**src/rtl/alu_pipe.sv**
```systemverilog
// alu_pipe: handshaked ALU with single-cycle ops and an iterative
// restoring divider. Results and class flags are held in an output register
// that stays stable under backpressure.
module alu_pipe #(
  parameter int WIDTH = 16
) (
  input  logic             clk,
  input  logic             rst_n,
  input  logic             in_valid,
  output logic             in_ready,
  input  logic [WIDTH-1:0] A,
  input  logic [WIDTH-1:0] B,
  input  logic [3:0]       ALU_FUN,
  output logic             out_valid,
  input  logic             out_ready,
  output logic [WIDTH-1:0] ALU_OUT,
  output logic [WIDTH-1:0] ALU_OUT_HI,
  output logic             Arith_Flag,
  output logic             Logic_Flag,
  output logic             CMP_Flag,
  output logic             Shift_Flag,
  output logic             Div_Zero
);

  localparam int CW = $clog2(WIDTH) + 1;
  localparam logic [CW-1:0] LAST = CW'(WIDTH - 1);

  localparam logic [3:0] OP_ADD  = 4'd0;
  localparam logic [3:0] OP_SUB  = 4'd1;
  localparam logic [3:0] OP_MUL  = 4'd2;
  localparam logic [3:0] OP_DIV  = 4'd3;
  localparam logic [3:0] OP_AND  = 4'd4;
  localparam logic [3:0] OP_OR   = 4'd5;
  localparam logic [3:0] OP_NAND = 4'd6;
  localparam logic [3:0] OP_NOR  = 4'd7;
  localparam logic [3:0] OP_XOR  = 4'd8;
  localparam logic [3:0] OP_XNOR = 4'd9;
  localparam logic [3:0] OP_EQ   = 4'd10;
  localparam logic [3:0] OP_GT   = 4'd11;
  localparam logic [3:0] OP_LT   = 4'd12;
  localparam logic [3:0] OP_SHR  = 4'd13;
  localparam logic [3:0] OP_SHL  = 4'd14;

  typedef enum logic {IDLE, DIV} state_t;

  state_t             state;
  logic [WIDTH-1:0]   dvd_q;
  logic [WIDTH-1:0]   dvs_q;
  logic [WIDTH-1:0]   rem_q;
  logic [CW-1:0]      cnt_q;

  logic [WIDTH:0]     sum;
  logic [WIDTH:0]     diff;
  logic [2*WIDTH-1:0] prod;
  logic [WIDTH-1:0]   c_lo;
  logic [WIDTH-1:0]   c_hi;
  logic [3:0]         c_flags;
  logic               c_dz;

  logic [WIDTH:0]     trial;
  logic [WIDTH:0]     trial_sub;
  logic               take;
  logic [WIDTH-1:0]   rem_nxt;
  logic [WIDTH-1:0]   dvd_nxt;

  assign in_ready = (state == IDLE) && (!out_valid || out_ready);

  // Single-cycle result; flag vector is {arith, logic, cmp, shift}
  always_comb begin
    sum     = {1'b0, A} + {1'b0, B};
    diff    = {1'b0, A} - {1'b0, B};
    prod    = {{WIDTH{1'b0}}, A} * {{WIDTH{1'b0}}, B};
    c_lo    = '0;
    c_hi    = '0;
    c_flags = '0;
    c_dz    = 1'b0;
    case (ALU_FUN)
      OP_ADD:  begin c_lo = sum[WIDTH-1:0];  c_hi = {{(WIDTH-1){1'b0}}, sum[WIDTH]};  c_flags = 4'b1000; end
      OP_SUB:  begin c_lo = diff[WIDTH-1:0]; c_hi = {{(WIDTH-1){1'b0}}, diff[WIDTH]}; c_flags = 4'b1000; end
      OP_MUL:  begin c_lo = prod[WIDTH-1:0]; c_hi = prod[2*WIDTH-1:WIDTH];            c_flags = 4'b1000; end
      // Only reaches the result register when B is zero
      OP_DIV:  begin c_lo = '1; c_hi = A; c_dz = 1'b1; c_flags = 4'b1000; end
      OP_AND:  begin c_lo = A & B;    c_flags = 4'b0100; end
      OP_OR:   begin c_lo = A | B;    c_flags = 4'b0100; end
      OP_NAND: begin c_lo = ~(A & B); c_flags = 4'b0100; end
      OP_NOR:  begin c_lo = ~(A | B); c_flags = 4'b0100; end
      OP_XOR:  begin c_lo = A ^ B;    c_flags = 4'b0100; end
      OP_XNOR: begin c_lo = ~(A ^ B); c_flags = 4'b0100; end
      OP_EQ:   begin c_lo = (A == B) ? WIDTH'(1) : '0; c_flags = 4'b0010; end
      OP_GT:   begin c_lo = (A > B)  ? WIDTH'(2) : '0; c_flags = 4'b0010; end
      OP_LT:   begin c_lo = (A < B)  ? WIDTH'(3) : '0; c_flags = 4'b0010; end
      OP_SHR:  begin c_lo = {1'b0, A[WIDTH-1:1]}; c_flags = 4'b0001; end
      OP_SHL:  begin c_lo = {A[WIDTH-2:0], 1'b0}; c_hi = {{(WIDTH-1){1'b0}}, A[WIDTH-1]}; c_flags = 4'b0001; end
      default: begin c_lo = '0; end
    endcase
  end

  // One restoring shift-subtract step; quotient bits shift into the dividend register
  always_comb begin
    trial     = {rem_q, dvd_q[WIDTH-1]};
    trial_sub = trial - {1'b0, dvs_q};
    take      = (trial >= {1'b0, dvs_q});
    rem_nxt   = take ? trial_sub[WIDTH-1:0] : trial[WIDTH-1:0];
    dvd_nxt   = {dvd_q[WIDTH-2:0], take};
  end

  // Control FSM, divider datapath and output register
  always_ff @(posedge clk or negedge rst_n) begin
    if (!rst_n) begin
      state      <= IDLE;
      out_valid  <= 1'b0;
      ALU_OUT    <= '0;
      ALU_OUT_HI <= '0;
      Arith_Flag <= 1'b0;
      Logic_Flag <= 1'b0;
      CMP_Flag   <= 1'b0;
      Shift_Flag <= 1'b0;
      Div_Zero   <= 1'b0;
      dvd_q      <= '0;
      dvs_q      <= '0;
      rem_q      <= '0;
      cnt_q      <= '0;
    end else begin
      if (out_valid && out_ready) out_valid <= 1'b0;
      case (state)
        IDLE: begin
          if (in_valid && in_ready) begin
            if (ALU_FUN == OP_DIV && B != '0) begin
              dvd_q <= A;
              dvs_q <= B;
              rem_q <= '0;
              cnt_q <= '0;
              state <= DIV;
            end else begin
              ALU_OUT    <= c_lo;
              ALU_OUT_HI <= c_hi;
              Arith_Flag <= c_flags[3];
              Logic_Flag <= c_flags[2];
              CMP_Flag   <= c_flags[1];
              Shift_Flag <= c_flags[0];
              Div_Zero   <= c_dz;
              out_valid  <= 1'b1;
            end
          end
        end
        DIV: begin
          dvd_q <= dvd_nxt;
          rem_q <= rem_nxt;
          cnt_q <= cnt_q + CW'(1);
          // Final iteration writes straight into the result register so the
          // divide completes WIDTH edges after acceptance
          if (cnt_q == LAST) begin
            ALU_OUT    <= dvd_nxt;
            ALU_OUT_HI <= rem_nxt;
            Arith_Flag <= 1'b1;
            Logic_Flag <= 1'b0;
            CMP_Flag   <= 1'b0;
            Shift_Flag <= 1'b0;
            Div_Zero   <= 1'b0;
            out_valid  <= 1'b1;
            state      <= IDLE;
          end
        end
      endcase
    end
  end

endmodule

```
**config.mk**
```make
export PLATFORM = sky130hd
export DESIGN_NAME = alu_pipe
export DESIGN_NICKNAME = d
export VERILOG_FILES = /design/src/rtl/alu_pipe.sv
export SDC_FILE = /design/constraint.sdc
export NUM_CORES = 1
export LEC_CHECK = 0
export ABC_AREA = 0
export BUFFER_PORTS_ARGS = -buffer_cell sky130_fd_sc_hd__buf_2
export CORE_MARGIN = 2
export CORE_UTILIZATION = 55
export CTS_BUF_LIST = sky130_fd_sc_hd__clkbuf_16
export DETAILED_ROUTE_END_ITERATION = 8
export GPL_TIMING_DRIVEN = 0
export PLACE_DENSITY_LB_ADDON = 0.05
export SKIP_CTS_REPAIR_TIMING = 1
export SLEW_MARGIN = 20
export SYNTH_ARGS = -nofsm -noshare
export SYNTH_HDL_FRONTEND = slang
export SYNTH_SLANG_ARGS = --single-unit
```
**constraint.sdc**
```tcl
create_clock -name clk -period 5.7 [get_ports clk]
set_input_delay 0.855 -clock clk [delete_from_list [all_inputs] [get_ports clk]]
set_output_delay 0.855 -clock clk [all_outputs]
set_load 0.02 [all_outputs]
```
==> results of run 1 <==
[registers in the layout, summed over array words and instances, names as in the netlist]
signal,cells
state,1
CMP_Flag,1
dvd_q,16
Div_Zero,1
ALU_OUT,16
cnt_q,5
Arith_Flag,1
Logic_Flag,1
out_valid,1
Shift_Flag,1
rem_q,16
ALU_OUT_HI,16
dvs_q,16
[metrics by stage]
| stage | util | worst slack [ns] | hold WS [ns] | cell area, µm² |
|---|---|---|---|---|
| floorplan | - | -0.384 | 0.450 | 16800 |
| global placement | 0.600 | -1.86 | 0.448 | 17600 |
| detailed placement | 0.601 | -1.87 | 0.453 | 17700 |
| CTS | 0.612 | -1.53 | 0.314 | 18000 |
| global route | 0.695 | -0.764 | 0.326 | 20400 |
| finish | 0.695 | -0.642 | 0.312 | 20400 |
[layout make-up]
class                      count  area share
multi-input combinational   1504       0.662
sequential                    92       0.113
timing repair buffer         196      0.0774
inverter                     307      0.0633
buffer                       107      0.0450
tap                          390      0.0239
clock buffer                   9      0.0110
clock inverter                 7     0.00447
[cell families (layout without fill, tap and decap cells)]
logic type,Yosys count,after routing
and+or+nand+nor,606,606
AOI/OAI and AO/OA,443,443
buffers and inverters,417,626
adders and majority gates,367,367
DFF,92,92
xor gates and xnor gates,66,66
muxes,22,22
[metal layers]
metal  up-vias  track usage
met3       207       0.0997
met4         2        0.170
li1       7092            -
met1      8040        0.564
met5         -            0
met2      1019        0.634
[final timing paths]
path | to | cells after the start
min in group clk | Logic_Flag | 2
min | ALU_OUT[2] | 1
max in group asynchronous | dvs_q[11] | 2
max reg2reg | ALU_OUT_HI[14] | 13
min reg2reg | Logic_Flag | 2
max | ALU_OUT_HI[15] | 23
[cells in the mapped netlist, types with 12 or more instances]
| cell | number | area, µm² |
|---|---|---|
| inv_1 | 294 | 1100 |
| xnor2_1 | 34 | 298 |
| clkbuf_1 | 83 | 312 |
| o21ai_0 | 103 | 515 |
| o22ai_1 | 17 | 106 |
| xor2_1 | 32 | 280 |
| nand4_1 | 14 | 87.6 |
| ha_1 | 170 | 2130 |
| a31oi_1 | 22 | 138 |
| buf_1 | 17 | 63.8 |
| nor3_1 | 30 | 150 |
| nand3_1 | 29 | 145 |
| a21oi_1 | 114 | 571 |
| mux2i_1 | 14 | 140 |
| o31ai_1 | 12 | 90.1 |
| fa_1 | 197 | 3940 |
| nand2b_1 | 15 | 93.8 |
| dfrtp_1 | 92 | 2300 |
| nor2_1 | 214 | 803 |
| nand2_1 | 249 | 935 |
| nor2b_1 | 13 | 81.3 |
| a21o_1 | 26 | 195 |
| a221oi_1 | 16 | 140 |
| o211ai_1 | 18 | 135 |
[critical path, delay by kind of cell]
family                     cells  cell delay, ns
adders and majority gates      7            3.33
AOI/OAI and AO/OA              8            1.45
buffers and inverters          6            0.64
and+or+nand+nor                2            0.30
==> out/summary.txt, run 1 <==
Status -> complete, but fails checks
Failing checks -> negative setup slack
Setup WS post-layout -> -0.642 ns
Flops & latches, synth -> 92
Area of the multi-input gates -> 0.0135 mm²
Synth warn -> 0
Unrepaired setup endpoints after global routing -> true
CP cell instances -> buf_2 > buf_8 > nand2_1 > fa_1 > inv_1 > fa_1 > fa_1 > fa_2 > fa_1 > inv_1 > fa_1 > inv_1 > ha_4 > buf_8 > a21o_4 > a31oi_4 > o21bai_4 > a21oi_4 > a31o_4 > o21ai_4 > and3_4 > o31ai_4 > a21oi_1
Most common cell after layout, fill and taps aside -> inv_1
Met1 Wirelength -> 25.9 mm
TritonRoute pass-1 iters -> 6
Post-synthesis compound-gate area fraction -> 0.180
Clock root cell -> clkbuf_16
Port bufs -> 77
CP Data Arrival Time -> 6.59 ns
Share of cells above drive strength 1 -> 0.213
Placed insts -> 2481
Final nets -> 2624
Worst setup SP type -> primary input
Final period utilization -> 1.11
Most frequent cells in the layout -> 264 x inv_1, 243 x nand2_1, 186 x fa_1
Boundary Pins -> 79
Reg-to-reg startpoint -> dvd_q[15]
Slew Limit Fails -> 0
Cell Rows -> 63
Share of synthesized cell area in full adder, half adder and majority cells -> 0.372
Post-synth EDFFs -> 0
First-pass GRT wire length -> 95.9 mm
Uppermost routed layer -> met5
Area Growth Syn to Fin -> 25.4%
Fin cells -> 2612
Drt wl/cell -> 25.2 µm
Worst Path Required -> 5.95 ns
Via count -> 16400
DPL Wire Length -> 50.2 mm
Syn Nets -> 2420
Clk slew on worst S/H paths -> 0.08 ns
Metal2 WL -> 29.1 mm
Simple-Gate Fraction of Synth Area -> 0.158
Number of library cell types mapped by synthesis -> 80
# setup viols final -> 21
CP most frequent cell -> fa_1
Top_reg_cell synth -> dfrtp_1
CP Class -> in -> reg
Max incr delay on CP -> 0.60 ns
Slew headroom -> 0.280
Final hold viol count -> 0
Mapped Area -> 0.0163 mm²
Seq. cell area -> 0.00230 mm²
Initial core utilization -> 0.554
Least-Margin Pin Slew -> 1.07 ns
DRT iter0 DRCs -> 1846
Critical path's slowest cell -> fa_1
Critical path capture point type -> flip-flop
Final wirelength -> 65.7 mm
Initial antenna violation count -> 1
Final min period -> 6.34 ns
Core area -> 0.0294 mm²
Ys async rst share -> 1.00
Clk buf depth -> 2
Pin count of the biggest net entering global routing -> 80
Post-Synthesis Cells -> 2013
CTS H-tree lvls -> 3
Post-Synth XOR/XNOR Area -> 0.0355
Total of max-cap violations -> 0
Total CTS buffers -> 9
Die Y -> 176 µm
Final GP Congestion -> 1.02
Die area -> 0.0310 mm²
Total met3 wirelength after detailed routing -> 7.31 mm
Mean post-synth cell area -> 8.10 µm²
Setup_tns -> -9.44 ns
Crit. Startpoint -> B[10]
# diodes -> 0
GRT overflow -> 0
CP Max Fanout -> 10
Vias in the first global route -> 15600
Largest family of logic cells by synthesized area -> adder cells
CTS tree -> built
Antenna Violating Nets Remaining -> 0
Die X -> 176 µm
DRC -> 0
DR vias/cell -> 6.26
Clock Skews -> 0.0121 ns
Fmax -> 158 MHz
Mux cell area share after synthesis -> 0.0146
# fillers -> 2269
Worst skew pair latency -> 0.36 ns
HP Class -> in -> async
Sink Count -> 92
Total track usage -> 0.414
Worst reg-to-reg setup slack -> 2.41 ns
Post-synthesis sequential area ratio -> 0.141
Power of run 1 is left out: the tool's default activity adds up to more than one toggle a clock period on the data nets, which glitch-free logic cannot reach.
==> inputs of run 2 (changes only) <==
--- a/config.mk
+++ b/config.mk
@@ -8,7 +8,7 @@
 export ABC_AREA = 0
 export BUFFER_PORTS_ARGS = -buffer_cell sky130_fd_sc_hd__buf_2
 export CORE_MARGIN = 2
-export CORE_UTILIZATION = 55
+export CORE_UTILIZATION = 33
 export CTS_BUF_LIST = sky130_fd_sc_hd__clkbuf_16
 export DETAILED_ROUTE_END_ITERATION = 8
 export GPL_TIMING_DRIVEN = 0
==> run 2 against run 1 <==
  * The run still ends with negative setup slack left
  * Core utilization fell by 26 points
  * Register-to-register slack got worse by 0.06 ns
  * Design area rose by 4.1%
  * Clock-buffer cell count did not move
  * Flip-flop and latch count did not move
  * Worst hold slack improved by 0.027 ns
  * Non-clock buffer count rose by 21
  * Clock skew rose by 0.0068 ns
  * First-iteration DRC count fell by 20%
  * Via count fell by 3.1%
  * Critical path depth did not move
  * Critical path type unchanged
==> out/summary.txt, run 2 (synthesized netlist as in run 1, its figures left out) <==
Final hold viol count -> 0
CP Data Arrival Time -> 6.56 ns
Slew Limit Fails -> 0
Worst setup SP type -> primary input
Slew headroom -> 0.127
Failing checks -> negative setup slack
Drt wl/cell -> 25.3 µm
Fmax -> 159 MHz
GRT overflow -> 0
Vias in the first global route -> 15500
CP most frequent cell -> fa_1
CTS tree -> built
# diodes -> 0
Clock Skews -> 0.0189 ns
HP Class -> in -> async
Initial antenna violation count -> 1
Total track usage -> 0.288
Total CTS buffers -> 9
Sink Count -> 92
DRC -> 0
TritonRoute pass-1 iters -> 5
Die X -> 226 µm
Final GP Congestion -> 0.951
Worst Path Required -> 5.97 ns
Final wirelength -> 73.6 mm
Max incr delay on CP -> 0.58 ns
DRT iter0 DRCs -> 1474
Cell Rows -> 81
CP cell instances -> buf_8 > ha_4 > clkinvlp_4 > fa_1 > fa_1 > inv_1 > fa_1 > fa_2 > fa_1 > inv_2 > fa_1 > inv_2 > ha_4 > buf_8 > a21o_4 > a31oi_4 > o21bai_4 > a21oi_4 > a31o_4 > o21ai_4 > and3_4 > o31ai_4 > a21oi_1
Unrepaired setup endpoints after global routing -> true
Via count -> 15900
# setup viols final -> 21
Total of max-cap violations -> 0
Most frequent cells in the layout -> 256 x inv_1, 245 x nand2_1, 180 x fa_1
DPL Wire Length -> 58.5 mm
Pre-CTS WS -> -2.20 ns
Status -> complete, but fails checks
Clk slew on worst S/H paths -> 0.09 ns
DR vias/cell -> 5.45
First-pass GRT wire length -> 106 mm
Most common cell after layout, fill and taps aside -> inv_1
Pin count of the biggest net entering global routing -> 70
Worst skew pair latency -> 0.38 ns
Boundary Pins -> 79
Least-Margin Pin Slew -> 1.30 ns
Core occupancy in the finished layout -> 0.435
Setup WS post-layout -> -0.597 ns
Port bufs -> 77
Core area -> 0.0488 mm²
Final nets -> 2646
CP Max Fanout -> 6
Area Growth Syn to Fin -> 30.5%
Critical path's slowest cell -> fa_1
CP Class -> in -> reg
Share of cells above drive strength 1 -> 0.236
# fillers -> 4980
Antenna Violating Nets Remaining -> 0
Final min period -> 6.30 ns
Die area -> 0.0512 mm²
Die Y -> 226 µm
Clk buf depth -> 2
Critical path capture point type -> flip-flop
Final period utilization -> 1.10
Initial core utilization -> 0.334
Clock root cell -> clkbuf_16
CTS H-tree lvls -> 3
run 2: cell types whose count changed in the layout (fill, tap and decap cells not counted), moves of 4 or more:
cell / previous run / this run
ha_1: 150 / 146
inv_2: 16 / 21
buf_8: 15 / 22
inv_1: 264 / 256
clkinv_8: 4 / 9
fa_1: 186 / 180
buf_4: 115 / 132
nor2_4: 13 / 19
fa_2: 11 / 17
nor2_1: 184 / 178
run 2: per-stage QoR:
step,cell area (µm²),hold slack (ns),std cells,setup TNS [ns]
finish,21300,0.339,2908,-8.43
global route,21300,0.342,2908,-11.15
CTS,18300,0.336,2771,-29.61
detailed placement,18000,0.457,2755,-39.02
global placement,18000,0.451,2754,-39.59
floorplan,16800,0.450,2013,-3.01
run 2: area by class of cell:
cell class / count / area (µm²) / area share
timing repair inverter: 1 / 5.00 / 0.000235
sequential: 92 / 2300 / 0.108
buffer: 106 / 921 / 0.0433
tap: 664 / 831 / 0.0391
clock inverter: 7 / 81.3 / 0.00382
timing repair buffer: 218 / 1810 / 0.0853
clock buffer: 9 / 225 / 0.0106
inverter: 307 / 1360 / 0.0638
multi-input combinational: 1504 / 13700 / 0.646
run 2: final timing paths:
check | startpoint | cells past startpoint | slack [ns] | endpoint
setup / recovery | A[8] | 23 | -0.60 | ALU_OUT_HI[15]
hold / removal | rst_n | 1 | 0.34 | ALU_OUT[4]
setup reg to reg | dvd_q[15] | 13 | 2.35 | ALU_OUT_HI[14]
hold reg to reg | Logic_Flag | 2 | 0.46 | Logic_Flag
max in group asynchronous | rst_n | 2 | 4.72 | ALU_OUT_HI[4]
min in group clk | Logic_Flag | 2 | 0.46 | Logic_Flag
run 2: critical path: cells and delay by family:
family	cells	cell delay (ns)
fa+ha+maj	8	3.45
buf+inv	6	0.58
compound gates	8	1.46
simple gates	1	0.20
run 2: per-layer routing:
layer  up-vias  wire, µm  global-route usage  share of wire
met5         -        12                   0        0.00016
met4         2      2060              0.0868          0.028
met1      8095     33800               0.409           0.46
met2       529     33800               0.456           0.46
met3        81      4000              0.0373          0.054
li1       7143         -                   -              -
Power of run 2 is left out for the same reason.
==> inputs of run 3 (changes only) <==
==> constraint.sdc (replaced) <==
create_clock -name clk -period 5.7 [get_ports clk]
set_input_delay 1.14 -clock clk [delete_from_list [all_inputs] [get_ports clk]]
set_output_delay 1.14 -clock clk [all_outputs]
set_load 0.02 [all_outputs]
==> run 3 against run 2 <==
  * The run still ends with negative setup slack left
  * Setup slack lost 0.30 ns
  * Routed wire length grew 1.7%
  * Non-clock buffer count shrank 26
  * Worst hold slack gained 0.12 ns
  * Highest routed layer is now met4
  * Final cell count shrank 0.89%
  * Global-route usage grew 0.50 points
  * Critical path type unchanged
  * Core utilization shrank 0.76 points
  * Critical path depth is the same
==> out/summary.txt, run 3 (synthesized netlist as in run 1, its figures left out) <==
Status -> complete, but fails checks
Failing checks -> negative setup slack
Final nets -> 2620
Core occupancy in the finished layout -> 0.428
Boundary Pins -> 79
Final hold viol count -> 0
Final period utilization -> 1.16
Uppermost routed layer -> met4
Share of cells above drive strength 1 -> 0.222
GRT overflow -> 0
Critical path capture point type -> flip-flop
DPL Wire Length -> 58.2 mm
Drt wl/cell -> 26.0 µm
TritonRoute pass-1 iters -> 5
Total met3 wirelength after detailed routing -> 4.54 mm
Area Growth Syn to Fin -> 28.2%
Port bufs -> 77
Pin count of the biggest net entering global routing -> 70
Sink Count -> 92
Setup WS post-layout -> -0.895 ns
Clk buf depth -> 2
Most frequent cells in the layout -> 261 x inv_1, 247 x nand2_1, 184 x fa_1
Unrepaired setup endpoints after global routing -> true
DRT iter0 DRCs -> 1441
Worst setup SP type -> primary input
Clock root cell -> clkbuf_16
Cell Rows -> 81
CP Data Arrival Time -> 6.91 ns
Total of max-cap violations -> 0
Metal2 WL -> 34.4 mm
Worst Path Required -> 6.01 ns
Most common cell after layout, fill and taps aside -> inv_1
Post-DP Area -> 0.0181 mm²
Total track usage -> 0.293
Least-Margin Pin Slew -> 1.17 ns
Die Y -> 226 µm
DR vias/cell -> 5.47
Die X -> 226 µm
Core area -> 0.0488 mm²
Fin cells -> 2882
First-pass GRT wire length -> 108 mm
Via count -> 15800
Placed insts -> 2755
# diodes -> 0
CP Class -> in -> reg
DRC -> 0
HP Class -> reg -> reg
Final min period -> 6.59 ns
CTS H-tree lvls -> 3
Final wirelength -> 74.9 mm
CP Max Fanout -> 7
Final instance area -> 0.0209 mm²
Met1 Wirelength -> 33.6 mm
Worst skew pair latency -> 0.38 ns
Vias in the first global route -> 15400
CTS tree -> built
Slew headroom -> 0.217
Fmax -> 152 MHz
Pre-CTS WS -> -2.75 ns
Final GP Congestion -> 0.950
Initial antenna violation count -> 1
Initial core utilization -> 0.334
Clk slew on worst S/H paths -> 0.08 ns
Die area -> 0.0512 mm²
# setup viols final -> 22
Antenna Violating Nets Remaining -> 0
Clock Skews -> 0.0161 ns
Slew Limit Fails -> 0
Total CTS buffers -> 9
==> run 3: cell types whose count changed in the layout (fill, tap and decap cells not counted), sizes merged <==
cell	before	now
inv	286	293
buf	272	245
clkbuf	61	62
clkinvlp	16	20
clkinv	13	2
==> run 3: area by class of cell <==
type / instances / area, µm²
plain buffers: 107 / 933
inverters: 307 / 1320
flip-flops and latches: 92 / 2300
repair buffers: 191 / 1620
clock buffers: 9 / 225
clock inverters: 7 / 63.8
well taps: 664 / 831
fillers: 5038 / 28000
multi-input cells: 1504 / 13600
repair inverters: 1 / 5.00
==> run 3: worst paths after layout <==
path / start / to / slack [ns] / depth (start not counted)
max in group asynchronous: rst_n / rem_q[10] / 4.43 / 2
min in group asynchronous: rst_n / ALU_OUT[3] / 0.61 / 1
min: Logic_Flag / Logic_Flag / 0.46 / 2
max: A[4] / ALU_OUT_HI[15] / -0.89 / 23
max reg2reg: dvd_q[15] / ALU_OUT_HI[14] / 2.40 / 13
min reg2reg: Logic_Flag / Logic_Flag / 0.46 / 2
==> run 3: critical path, stage by stage <==
cell	delay (ns)
buf_2	0.14
clkbuf_16	0.20
buf_12	0.12
nand2_1	0.06
fa_1	0.48
inv_1	0.05
fa_1	0.39
inv_1	0.10
fa_1	0.46
fa_1	0.58
fa_1	0.44
fa_1	0.49
inv_1	0.07
ha_4	0.33
and4_4	0.26
o21ai_2	0.06
a21oi_2	0.19
o211ai_1	0.26
a31o_4	0.36
o21ai_4	0.21
and3_4	0.23
o31ai_4	0.09
a21oi_2	0.17
==> run 3: routing by layer <==
layer,GRT usage,vias to the layer above
li1,-,7078
met1,0.416,7991
met2,0.469,595
met3,0.0328,91
met4,0.0855,0
met5,0,-
==> run 3: stage by stage <==
stage               hold slack, ns  setup TNS [ns]
global route                 0.497          -17.34
finish                       0.461          -14.28
CTS                          0.468          -42.67
floorplan                    0.450           -8.05
detailed placement           0.452          -53.31
global placement             0.451          -53.50
Power of run 3 is left out for the same reason.
